File: src/rtl/phase_accumulator.sv
// rtl/phase_accumulator.sv - NCO phase accumulator with sample divider, tuning-word handshake and gated stop.
// Phase advances once per sample tick; stopping waits for the phase to wrap so the output ends at zero.
module phase_accumulator #(
  parameter int ACC_W = 24,
  parameter int DIV   = 256
) (
  input  logic             clk,
  input  logic             rst_n,
  input  logic [ACC_W-1:0] tune_word,
  input  logic             tune_valid,
  output logic             tune_ready,
  input  logic             gate,
  output logic             sample_tick,
  output logic [7:0]       pos_out,
  output logic             busy
);

  localparam int CNT_W = (DIV > 2) ? $clog2(DIV) : 1;
  localparam logic [CNT_W-1:0] CNT_LAST = CNT_W'(DIV - 1);

  typedef enum logic [1:0] {
    S_IDLE,
    S_RUN,
    S_STOPPING
  } state_e;

  state_e           state_q, state_d;
  logic [CNT_W-1:0] cnt_q, cnt_d;
  logic [ACC_W-1:0] phase_q, phase_d;
  logic [ACC_W-1:0] active_q, active_d;
  logic [ACC_W-1:0] pend_q, pend_d;
  logic             pend_full_q, pend_full_d;
  logic [7:0]       pos_q, pos_d;

  logic             tick_w;
  logic [ACC_W-1:0] inc_w;
  logic [ACC_W:0]   sum_w;

  always_comb begin
    tick_w = (cnt_q == CNT_LAST);
    cnt_d  = tick_w ? '0 : cnt_q + CNT_W'(1);

    // A word pending at a tick is promoted and used by that same tick.
    inc_w  = pend_full_q ? pend_q : active_q;
    sum_w  = {1'b0, phase_q} + {1'b0, inc_w};

    active_d    = active_q;
    pend_d      = pend_q;
    pend_full_d = pend_full_q;
    if (tick_w && pend_full_q) begin
      active_d    = pend_q;
      pend_full_d = 1'b0;
    end else if (tune_valid && !pend_full_q) begin
      pend_d      = tune_word;
      pend_full_d = 1'b1;
    end

    state_d = state_q;
    phase_d = phase_q;
    case (state_q)
      S_IDLE: begin
        phase_d = '0;
        if (gate) state_d = S_RUN;
      end
      S_RUN: begin
        if (tick_w) phase_d = sum_w[ACC_W-1:0];
        if (!gate) state_d = S_STOPPING;
      end
      S_STOPPING: begin
        if (gate) begin
          state_d = S_RUN;
          if (tick_w) phase_d = sum_w[ACC_W-1:0];
        end else if (active_q == '0) begin
          state_d = S_IDLE;
          phase_d = '0;
        end else if (tick_w) begin
          if (sum_w[ACC_W]) begin
            state_d = S_IDLE;
            phase_d = '0;
          end else begin
            phase_d = sum_w[ACC_W-1:0];
          end
        end
      end
      default: begin
        state_d = S_IDLE;
        phase_d = '0;
      end
    endcase

    pos_d = phase_d[ACC_W-1 -: 8];
  end

  always_ff @(posedge clk or negedge rst_n) begin
    if (!rst_n) begin
      state_q     <= S_IDLE;
      cnt_q       <= '0;
      phase_q     <= '0;
      active_q    <= '0;
      pend_q      <= '0;
      pend_full_q <= 1'b0;
      pos_q       <= '0;
    end else begin
      state_q     <= state_d;
      cnt_q       <= cnt_d;
      phase_q     <= phase_d;
      active_q    <= active_d;
      pend_q      <= pend_d;
      pend_full_q <= pend_full_d;
      pos_q       <= pos_d;
    end
  end

  assign sample_tick = tick_w;
  assign tune_ready  = !pend_full_q;
  assign pos_out     = pos_q;
  assign busy        = (state_q != S_IDLE);

endmodule

File: config.mk
export PLATFORM = sky130hd
export DESIGN_NAME = phase_accumulator
export DESIGN_NICKNAME = d
export VERILOG_FILES = /design/src/rtl/phase_accumulator.sv
export SDC_FILE = /design/constraint.sdc
export NUM_CORES = 1
export LEC_CHECK = 0
export CORE_UTILIZATION = 56
export DETAILED_ROUTE_END_ITERATION = 16
export GPL_TIMING_DRIVEN = 0
export MAX_ROUTING_LAYER = met4
export PLACE_DENSITY = 0.77
export SLEW_MARGIN = 20
export SYNTH_ARGS = -nofsm -noshare
export SYNTH_HDL_FRONTEND = slang
export SYNTH_SLANG_ARGS = --single-unit
File: constraint.sdc
create_clock -name clk -period 4.35 [get_ports clk]
set_input_delay 0.435 -clock clk [delete_from_list [all_inputs] [get_ports clk]]
set_output_delay 0.435 -clock clk [all_outputs]
set_load 0.005 [all_outputs]
# After elaboration in Yosys (flattened, before gate mapping)
# Index checks and enable logic that the tools add are counted.
[word_totals] wordCells=43 ff_bits=83 in_bits=28 output_inout_bits=11
[classes] muxes=17 addsub=2 bitwise=1 reduce_logical=9 n_eq_ne=7
[ops] op="2-to-1 mux 24 bit" n=6
[ops] op="case mux 24 bit (2 select lines)" n=1
[ops] op="adder 24 x 24 -> 25 bit" n=1
[ops] op="zero test 24 bit" n=1
[ops] op="2-to-1 mux 2 bit" n=6
[ops] op="adder 8 x 1 -> 8 bit, second input constant" n=1
[ops] op="equality test 8 bit, second input constant" n=1
[ops] op="2-to-1 mux 8 bit" n=1
[ops] op="inequality test 4 bit, second input constant" n=2
[ops] op="case mux 2 bit (3 select lines)" n=1
[ops] op="inequality test 2 bit, second input constant" n=2
[ops] op="AND reduction 4 bit" n=1
[ops] op="nonzero test 2 bit" n=2
[ops] op="equality test 2 x 1 -> 1 bit, second input constant" n=1
[ops] op="equality test 2 bit, second input constant" n=1
[ops] op="logical AND 1 bit" n=2
[ops] op="zero test 2 bit" n=1
[ops] op="2-to-1 mux 1 bit" n=2
[ops] op="AND reduction 2 bit" n=1
[ops] op="zero test 1 bit" n=1
[ops] op="NOT 1 bit" n=1

# Depth between registers and ports, before layout
# Gate-level depths: netlist of the first run.
[depth] ltp_word=7 mapped_depth=13 mapped_depth_nobuf=11

# Worst setup path before layout of the first run
# OpenSTA, ideal clock, no wires.
[synth_timing] path_kind="register to register" start="register pend_full_q" end="register phase_q[18]" setup_slack_ns=0.855 period_less_slack_ns=3.495 path_buffers=2 path_stages_with_launch=13 setup_ns=0.126 arrival_ns=3.369 path_cell_list="dfrtp_1 clkbuf_1 buf_1 mux2_2 fa_1 a21o_1 a221oi_2 o22ai_2 a21o_1 o21a_1 xor2_1 o21a_1 a221o_1"
[synth_between] elab_chain_cells=7 word_cells_on_any_way=8 cone_classes="add/sub (1); mux (7)"
[synth_rtl] element="start, declared" line="32" rtl="logic pend_full_q, pend_full_d;"
[synth_rtl] element="start signal, assigned" line="109" rtl="pend_full_q <= pend_full_d;"
[synth_rtl] element="2-to-1 mux 24 bit *" line="44" rtl="inc_w = pend_full_q ? pend_q : active_q;"
[synth_rtl] element="adder 24 x 24 -> 25 bit *" line="45" rtl="sum_w = {1'b0, phase_q} + {1'b0, inc_w};"
[synth_rtl] element="2-to-1 mux 24 bit" line="77" rtl="if (sum_w[ACC_W]) begin"
[synth_rtl] element="2-to-1 mux 24 bit" line="76" rtl="end else if (tick_w) begin"
[synth_rtl] element="2-to-1 mux 24 bit" line="73" rtl="end else if (active_q == '0) begin"
[synth_rtl] element="2-to-1 mux 24 bit" line="70" rtl="if (gate) begin"
[synth_rtl] element="case mux 24 bit (2 select lines) *" line="60" rtl="case (state_q)"
[synth_rtl] element="end signal, assigned" line="106" rtl="phase_q <= phase_d;"
[synth_rtl] element="end, declared" line="29" rtl="logic [ACC_W-1:0] phase_q, phase_d;"
# Every way passes the cells marked *; elsewhere a longest branch is shown, timed or not. The select of a mux whose other input is x is not followed.
# A chain may end at the register's enable or synchronous reset.

# Worst setup path in the final report of the first run
# Same ends and word-level chain as after synthesis.

==> results_dict.tcl, run 1 <==
set metrics [dict create \
    hold-worst-slack_ns 0.00892 \
    worst-endpoint-required_ns 4.61 \
    area_growth_syn_to_layout_pct 14.5 \
    run_status "finished, final reports clean" \
    final_layout_size_suffix_gt1_share_pct 22.4 \
    grt_setup_unrepaired "no" \
    criticalPathCategory "flop to flop" \
    detailedPlacementHpwl_mm 8.16 \
    timing.critical_path.buf_inv 2 \
    worst-slew-pin-transition_ns 0.691 \
    timing.final.crit_share_pct 93.9 \
    grt.overflow.total 0 \
    pwr_density_cell_nw_per_um2 406 \
    cts_max_path_buffers 2 \
    rows 34 \
    share_of_flip_flops_with_an_asynchronous_set_or_reset_pct 100 \
    groute.usage.overall_pct 25.6 \
    synth_enable_flop_cells 0 \
    synth_area_per_cell_um2 10.7 \
    main_combinational_cell_family_by_area_after_synthesis "compound AO/OA/AOI/OAI gates" \
    synthesized_area_fraction_occupied_by_ao_oa_aoi_and_oai_cells_pct 16.6 \
    cts_buffers 9 \
    max_freq_mhz 245 \
    cpLargestDelayFamily "compound AO/OA/AOI/OAI gates" \
    arrival_ns 4.35 \
    synth_mux_area_share_pct 16.5 \
    cts.sink_count 83 \
    critical_path.cell_chain "clkbuf_1, buf_1, mux2_2, fa_1, a21o_1, a221oi_2, o22ai_2, a21o_1, o21a_1, xor2_1, o21a_1, a221o_1" \
    floorplan.die.width_um 96.8 \
    timing.hold.worst.class "primary input to async pin" \
    cts_tree "built" \
    setup_violations 0 \
    antenna_found_initial 0 \
    fp.dieArea_um2 9360 \
    postSynthCellCount 468 \
    synth_fp_nets 526 \
    port_buffers 38 \
    critical_path.endpoint_type "flop" \
    grt_max_degree 49 \
    slew_viol_final 0 \
    placement.setup.worst_slack_ns 0.305 \
    grt_first_pass_wirelength_mm 18.7 \
    cap_viol_max_count 0 \
    drt-total-wl_mm 11.0 \
    yosys_register_bits 83 \
    root_buffer "sky130_fd_sc_hd__clkbuf_8" \
    crit_path_max_incr_delay_ns 0.52 \
    yosys_warnings 0 \
    htreeDepth 3 \
    final.min_clock_period_ns 4.08 \
    antenna-diode-count 0 \
    synth-simple-area-share_pct 9.98 \
    postCtsHoldBufs 0 \
    netlist-cell-type-count 59 \
    drtPass1Iterations 5 \
    initial_utilization_pct 57.7 \
    worstSkewPairLatency_ns 0.38 \
    cp_max_fo 10 \
    post_cts_resize_count 0 \
    first_global_vias 3817 \
    detail_route.iter0.violations 291 \
    die_y_um 96.8 \
    static-leakage-power_nw 2.65 \
    design.portCount 39 \
    synth-main-ff-cell "sky130_fd_sc_hd__dfrtp_1" \
    maxSlewHeadroom_pct 53.9 \
    max-vdd-ir-drop_mv 0.219 \
    crit_path_top_delay_cell "sky130_fd_sc_hd__buf_1" \
    timing.final.ws_setup_ns 0.266 \
    synth_area_um2 5030 \
    avgViaCountPerCell 6.06 \
    finish.net_count 576 \
    core_um2 8720 \
    synth_adder_area_share_pct 7.61 \
    critPathLaunchType "flop" \
    detail_route.drc_violations 0 \
    gp_routability_congestion 0.883 \
    sequential_cell_area_fraction_in_the_yosys_report_pct 41.3 \
    tns_ns 0 \
    detailroute.via_count 3825 \
    cts.repair_timing.setup_buffer_count 0 \
    ant_nets 0 \
    hold_violation_count_in_the_final_report 0 \
    synth-xor-area-share_pct 4.53 \
    worst_setup_hold_path_clk_slew_ns 0.09 \
    fin_skew_ns 0.0105 \
    detail_route.wl_per_cell_um 17.4 \
]
cell type report:
type | instances | area [um^2]
multi-input combinational | 349 | 2780
tap | 108 | 135
clock buffer | 11 | 151
sequential | 83 | 2080
timing repair buffer | 39 | 405
buffer | 28 | 146
inverter | 8 | 30.0
fill | 671 | 2960
clock inverter | 5 | 36.3
metrics by stage:
step | total power, mW | util (%) | instance area, um^2 | instances
4_1_cts | 2.34 | 66.0 | 5760 | 631
2_1_floorplan | 1.55 | - | 5030 | 468
3_5_place_dp | 1.79 | 63.9 | 5570 | 615
5_1_grt | 2.47 | 66.0 | 5760 | 631
6_report | 2.34 | 66.0 | 5760 | 631
3_3_place_gp | 1.76 | 63.6 | 5550 | 614
worst register-to-register path, delay by kind of cell (launching register included):
family,cells,cell delay [ns]
buffers and inverters,2,0.91
adders and majority gates,1,0.44
muxes,1,0.44
DFF,1,0.32
AOI/OAI and AO/OA,7,1.72
xor gates and xnor gates,1,0.15
synthesized netlist by cell type, types with 7 or more instances:
master,instances,share of area (%)
sky130_fd_sc_hd__inv_1,7,0.52
sky130_fd_sc_hd__clkbuf_1,11,0.82
sky130_fd_sc_hd__o21ai_0,22,2.2
sky130_fd_sc_hd__nor4_1,7,0.87
sky130_fd_sc_hd__buf_4,9,1.3
sky130_fd_sc_hd__xnor2_1,17,3.0
sky130_fd_sc_hd__o21a_1,9,1.3
sky130_fd_sc_hd__a21oi_1,23,2.3
sky130_fd_sc_hd__ha_1,29,7.2
sky130_fd_sc_hd__nor2_1,23,1.7
sky130_fd_sc_hd__dfrtp_1,83,41
sky130_fd_sc_hd__nand2_1,34,2.5
sky130_fd_sc_hd__nand3_1,10,1.0
sky130_fd_sc_hd__mux2_2,73,16
sky130_fd_sc_hd__a22o_1,15,2.6
sky130_fd_sc_hd__a21o_1,9,1.3
sky130_fd_sc_hd__xor2_1,9,1.6
worst paths after layout:
kind,start,end,slack [ns],cells past startpoint
max,pend_full_q$_DFFE_PN0P_,phase_q[18]$_DFFE_PN0N_,0.27,12
min,rst_n,pend_q[10]$_DFFE_PN0P_,0.009,1
max reg2reg,pend_full_q$_DFFE_PN0P_,phase_q[18]$_DFFE_PN0N_,0.27,12
min reg2reg,cnt_q[4]$_DFF_PN0_,cnt_q[4]$_DFF_PN0_,0.48,1
max in group asynchronous,rst_n,active_q[17]$_DFFE_PN0P_,3.74,2
min in group clk,cnt_q[4]$_DFF_PN0_,cnt_q[4]$_DFF_PN0_,0.48,1
logic make-up (layout without fill, tap and decap cells):
family,Yosys count,count (layout)
compound gates,116,116
simple gates,103,103
flops,83,83
mux,74,74
buf+inv,36,91
fa+ha+maj,30,30
xor+xnor,26,26
cell usage in the layout (no fill, tap or decap), types with 3 or more instances in the layout:
cell and instances:
sky130_fd_sc_hd__xor2_1 9, sky130_fd_sc_hd__mux2_2 73, sky130_fd_sc_hd__nor2_1 23, sky130_fd_sc_hd__a21o_1 9
sky130_fd_sc_hd__nand2_1 34, sky130_fd_sc_hd__buf_4 10, sky130_fd_sc_hd__nor4_1 7, sky130_fd_sc_hd__o211ai_1 4
sky130_fd_sc_hd__and3_1 5, sky130_fd_sc_hd__nand3_1 10, sky130_fd_sc_hd__a22o_1 15, sky130_fd_sc_hd__inv_1 7
sky130_fd_sc_hd__o21a_1 9, sky130_fd_sc_hd__nand4_1 5, sky130_fd_sc_hd__a31oi_1 4, sky130_fd_sc_hd__dfrtp_1 83
sky130_fd_sc_hd__nor3_1 3, sky130_fd_sc_hd__xnor2_1 17, sky130_fd_sc_hd__clkbuf_1 11, sky130_fd_sc_hd__and2_1 4
sky130_fd_sc_hd__ha_1 29, sky130_fd_sc_hd__buf_2 4, sky130_fd_sc_hd__a21oi_1 23, sky130_fd_sc_hd__clkbuf_8 11
sky130_fd_sc_hd__nor2b_1 4, sky130_fd_sc_hd__clkinvlp_4 3, sky130_fd_sc_hd__nor3b_1 3, sky130_fd_sc_hd__o21ai_0 22
sky130_fd_sc_hd__clkdlybuf4s50_1 37
registers in the layout (all words and copies together), names as in the netlist:
signal / cells
active_q: 24
pend_full_q: 1
phase_q: 24
pend_q: 24
cnt_q: 8
state_q: 2
layer usage:
layer / track usage (%) / part of all wire [%]
met1: 35.0 / 47
met2: 38.5 / 46
met3: 5.42 / 4.8
met4: 7.35 / 1.8
met5: - / 0
where the power goes:
group | internal [mW] | switching (mW)
clock network | 0.239 | 0.304
logic | 0.377 | 0.472
registers | 0.870 | 0.0762
total | 1.49 | 0.853
No activity file was read; power rests on OpenSTA's default activity.
==> run 2, diff against run 1 <==
--- a/config.mk
+++ b/config.mk
@@ -9,7 +9,8 @@
 export DETAILED_ROUTE_END_ITERATION = 16
 export GPL_TIMING_DRIVEN = 0
 export MAX_ROUTING_LAYER = met4
-export PLACE_DENSITY = 0.77
+export PLACE_DENSITY_LB_ADDON = 0.05
+export SETUP_SLACK_MARGIN = 0.15
 export SLEW_MARGIN = 20
 export SYNTH_ARGS = -nofsm -noshare
 export SYNTH_HDL_FRONTEND = slang
==> run 2 against run 1 <==
  * The run now ends with negative hold slack left
  * Critical path type unchanged
  * Core utilization increased by 0.42 points
  * Maximum frequency increased by 6.3%
  * Count of clock-buffer cells in the layout is 2 lower
  * Wire length fell by 2.3%
  * Critical path depth unchanged
  * Die area stayed put
  * Register-to-register slack improved by 0.24 ns
  * Highest routed layer unchanged
  * Sequential share of layout area decreased by 0.23 points
  * Cell count did not move
  * Clock power up 15%
==> results_dict.tcl, run 2 (synthesis gave the netlist of run 1 again) <==
set metrics [dict create \
    hold_violation_count_in_the_final_report 1 \
    grt.overflow.total 0 \
    worst_setup_hold_path_clk_slew_ns 0.09 \
    timing.final.crit_share_pct 88.3 \
    detail_route.wl_per_cell_um 17.0 \
    static-leakage-power_nw 2.68 \
    detailroute.via_count 3700 \
    criticalPathCategory "flop to flop" \
    regToRegSetupSlack_ns 0.51 \
    antenna_found_initial 0 \
    critical_path.cell_chain "clkbuf_1, clkbuf_2, mux2_2, fa_1, a21o_1, a221oi_2, o22ai_2, a21o_1, o21a_1, xor2_1, o21a_1, a221o_1" \
    total_power_mw 2.40 \
    hold-worst-slack_ns -0.00103 \
    design.portCount 39 \
    grt_first_pass_wirelength_mm 19.0 \
    area_growth_syn_to_layout_pct 15.2 \
    crit_path_start "pend_full_q$_DFFE_PN0P_" \
    leading_cell_type_in_the_layout_fill_and_taps_excluded "sky130_fd_sc_hd__dfrtp_1" \
    cts.sink_count 83 \
    timing.hold.worst.class "primary input to async pin" \
    detailedPlacementHpwl_mm 8.07 \
    met2_wire_len_mm 5.01 \
    worstSkewPairLatency_ns 0.36 \
    drtPass1Iterations 4 \
    ant_nets 0 \
    critical_path.reg2reg.endpoint "phase_q[18]$_DFFE_PN0N_" \
    worst-slew-pin-transition_ns 0.771 \
    first_global_vias 3846 \
    timing.critical_path.buf_inv 2 \
    violations "negative hold slack" \
    die_y_um 96.8 \
    worst_r2r_path_depth 12 \
    postCtsHoldBufs 0 \
    largest_registers "active_q x24, pend_q x24, phase_q x24" \
    cts.repair_timing.setup_buffer_count 0 \
    post_cts_resize_count 0 \
    pwr_density_cell_nw_per_um2 415 \
    htreeDepth 3 \
    gp_routability_congestion 0.891 \
    cts_tree "built" \
    detail_route.drc_violations 0 \
    grt_max_degree 56 \
    core_um2 8720 \
    finish.utilization_pct 66.5 \
    wl_met1_mm 5.22 \
    critPathLaunchType "flop" \
    cap_viol_max_count 0 \
    initial_utilization_pct 57.7 \
    final.min_clock_period_ns 3.84 \
    finish.net_count 576 \
    setup_violations 0 \
    critical_path.endpoint_type "flop" \
    max_freq_mhz 260 \
    grt_setup_unrepaired "no" \
    crit-reg2reg-launch "pend_full_q$_DFFE_PN0P_" \
    cp_max_fo 10 \
    fin_skew_ns 0.0113 \
    run_status "finished, violations left" \
    fp.dieArea_um2 9360 \
    crit_path_max_incr_delay_ns 0.44 \
    avgViaCountPerCell 5.86 \
    port_buffers 38 \
    arrival_ns 4.08 \
    cpLargestDelayFamily "compound AO/OA/AOI/OAI gates" \
    crit_path_top_delay_cell "sky130_fd_sc_hd__fa_1" \
    root_buffer "sky130_fd_sc_hd__clkbuf_8" \
    groute.usage.overall_pct 25.8 \
    final_layout_size_suffix_gt1_share_pct 22.6 \
    antenna-diode-count 0 \
    slew_viol_final 0 \
    worst-endpoint-required_ns 4.59 \
    cts_buffers 9 \
    maxSlewHeadroom_pct 48.6 \
    detail_route.iter0.violations 168 \
    max-vdd-ir-drop_mv 0.245 \
    top_layer "met4" \
    rows 34 \
    met3RoutedLength_um 402 \
    drt-total-wl_mm 10.7 \
    cts_max_path_buffers 2 \
    floorplan.die.width_um 96.8 \
    mostFrequentLayoutCells "83 x sky130_fd_sc_hd__dfrtp_1, 73 x sky130_fd_sc_hd__mux2_2, 37 x sky130_fd_sc_hd__clkdlybuf4s50_1, 34 x sky130_fd_sc_hd__nand2_1, 29 x sky130_fd_sc_hd__ha_1" \
]
run 2: worst max path at each step:
stage / endpoint / slack [ns] / cells past startpoint
global placement: pend_q[19]$_DFFE_PN0P_ / -0.18 / 1
floorplan: phase_q[18]$_DFFE_PN0N_ / 0.85 / 12
finish: phase_q[18]$_DFFE_PN0N_ / 0.51 / 12
CTS: phase_q[18]$_DFFE_PN0N_ / 0.28 / 12
global route: state_q[1]$_DFFE_PN0P_ / 0.23 / 12
detailed placement: state_q[1]$_DFFE_PN0P_ / 0.31 / 12
run 2: area by class of cell:
| cell class | count | area (um^2) |
|---|---|---|
| Clock buffer | 9 | 124 |
| Timing Repair Buffer | 39 | 405 |
| Sequential cell | 83 | 2080 |
| Tap cell | 108 | 135 |
| Fill cell | 730 | 2930 |
| Inverter | 8 | 30.0 |
| Clock inverter | 7 | 98.8 |
| Buffer | 28 | 148 |
| Multi-Input combinational cell | 349 | 2780 |
run 2: metrics by stage:
step / setup slack [ns] / instance area, um^2 / hold slack, ns / setup TNS [ns] / cells
after floorplan: 0.855 / 5030 / 0.139 / 0 / 468
after global placement: -0.183 / 5550 / 0.462 / -14.58 / 614
after detailed placement: 0.308 / 5570 / 0.392 / 0 / 615
after CTS: 0.284 / 5790 / 0.000443 / 0 / 631
after global routing: 0.234 / 5800 / 0.0193 / 0 / 631
final: 0.508 / 5800 / -0.00103 / 0 / 631
run 2: power breakdown:
group          switching [mW]  internal [mW]  total (mW)
clock                   0.298          0.327       0.625
sequential             0.0706          0.870       0.940
combinational           0.462          0.377       0.839
run 2: metal layers:
metal / global-route usage [%] / vias to the layer above
met1: 35.0 / 1791
met4: 6.43 / 0
met3: 4.26 / 9
met2: 40.7 / 78
met5: - / -
li1: - / 1822
run 2: worst reg2reg max path, cell delays in order, from the launching register on:
cell,delay [ns]
sky130_fd_sc_hd__dfrtp_1,0.33
sky130_fd_sc_hd__clkbuf_1,0.35
sky130_fd_sc_hd__clkbuf_2,0.37
sky130_fd_sc_hd__mux2_2,0.42
sky130_fd_sc_hd__fa_1,0.44
sky130_fd_sc_hd__a21o_1,0.22
sky130_fd_sc_hd__a221oi_2,0.38
sky130_fd_sc_hd__o22ai_2,0.18
sky130_fd_sc_hd__a21o_1,0.24
sky130_fd_sc_hd__o21a_1,0.21
sky130_fd_sc_hd__xor2_1,0.16
sky130_fd_sc_hd__o21a_1,0.19
sky130_fd_sc_hd__a221o_1,0.25
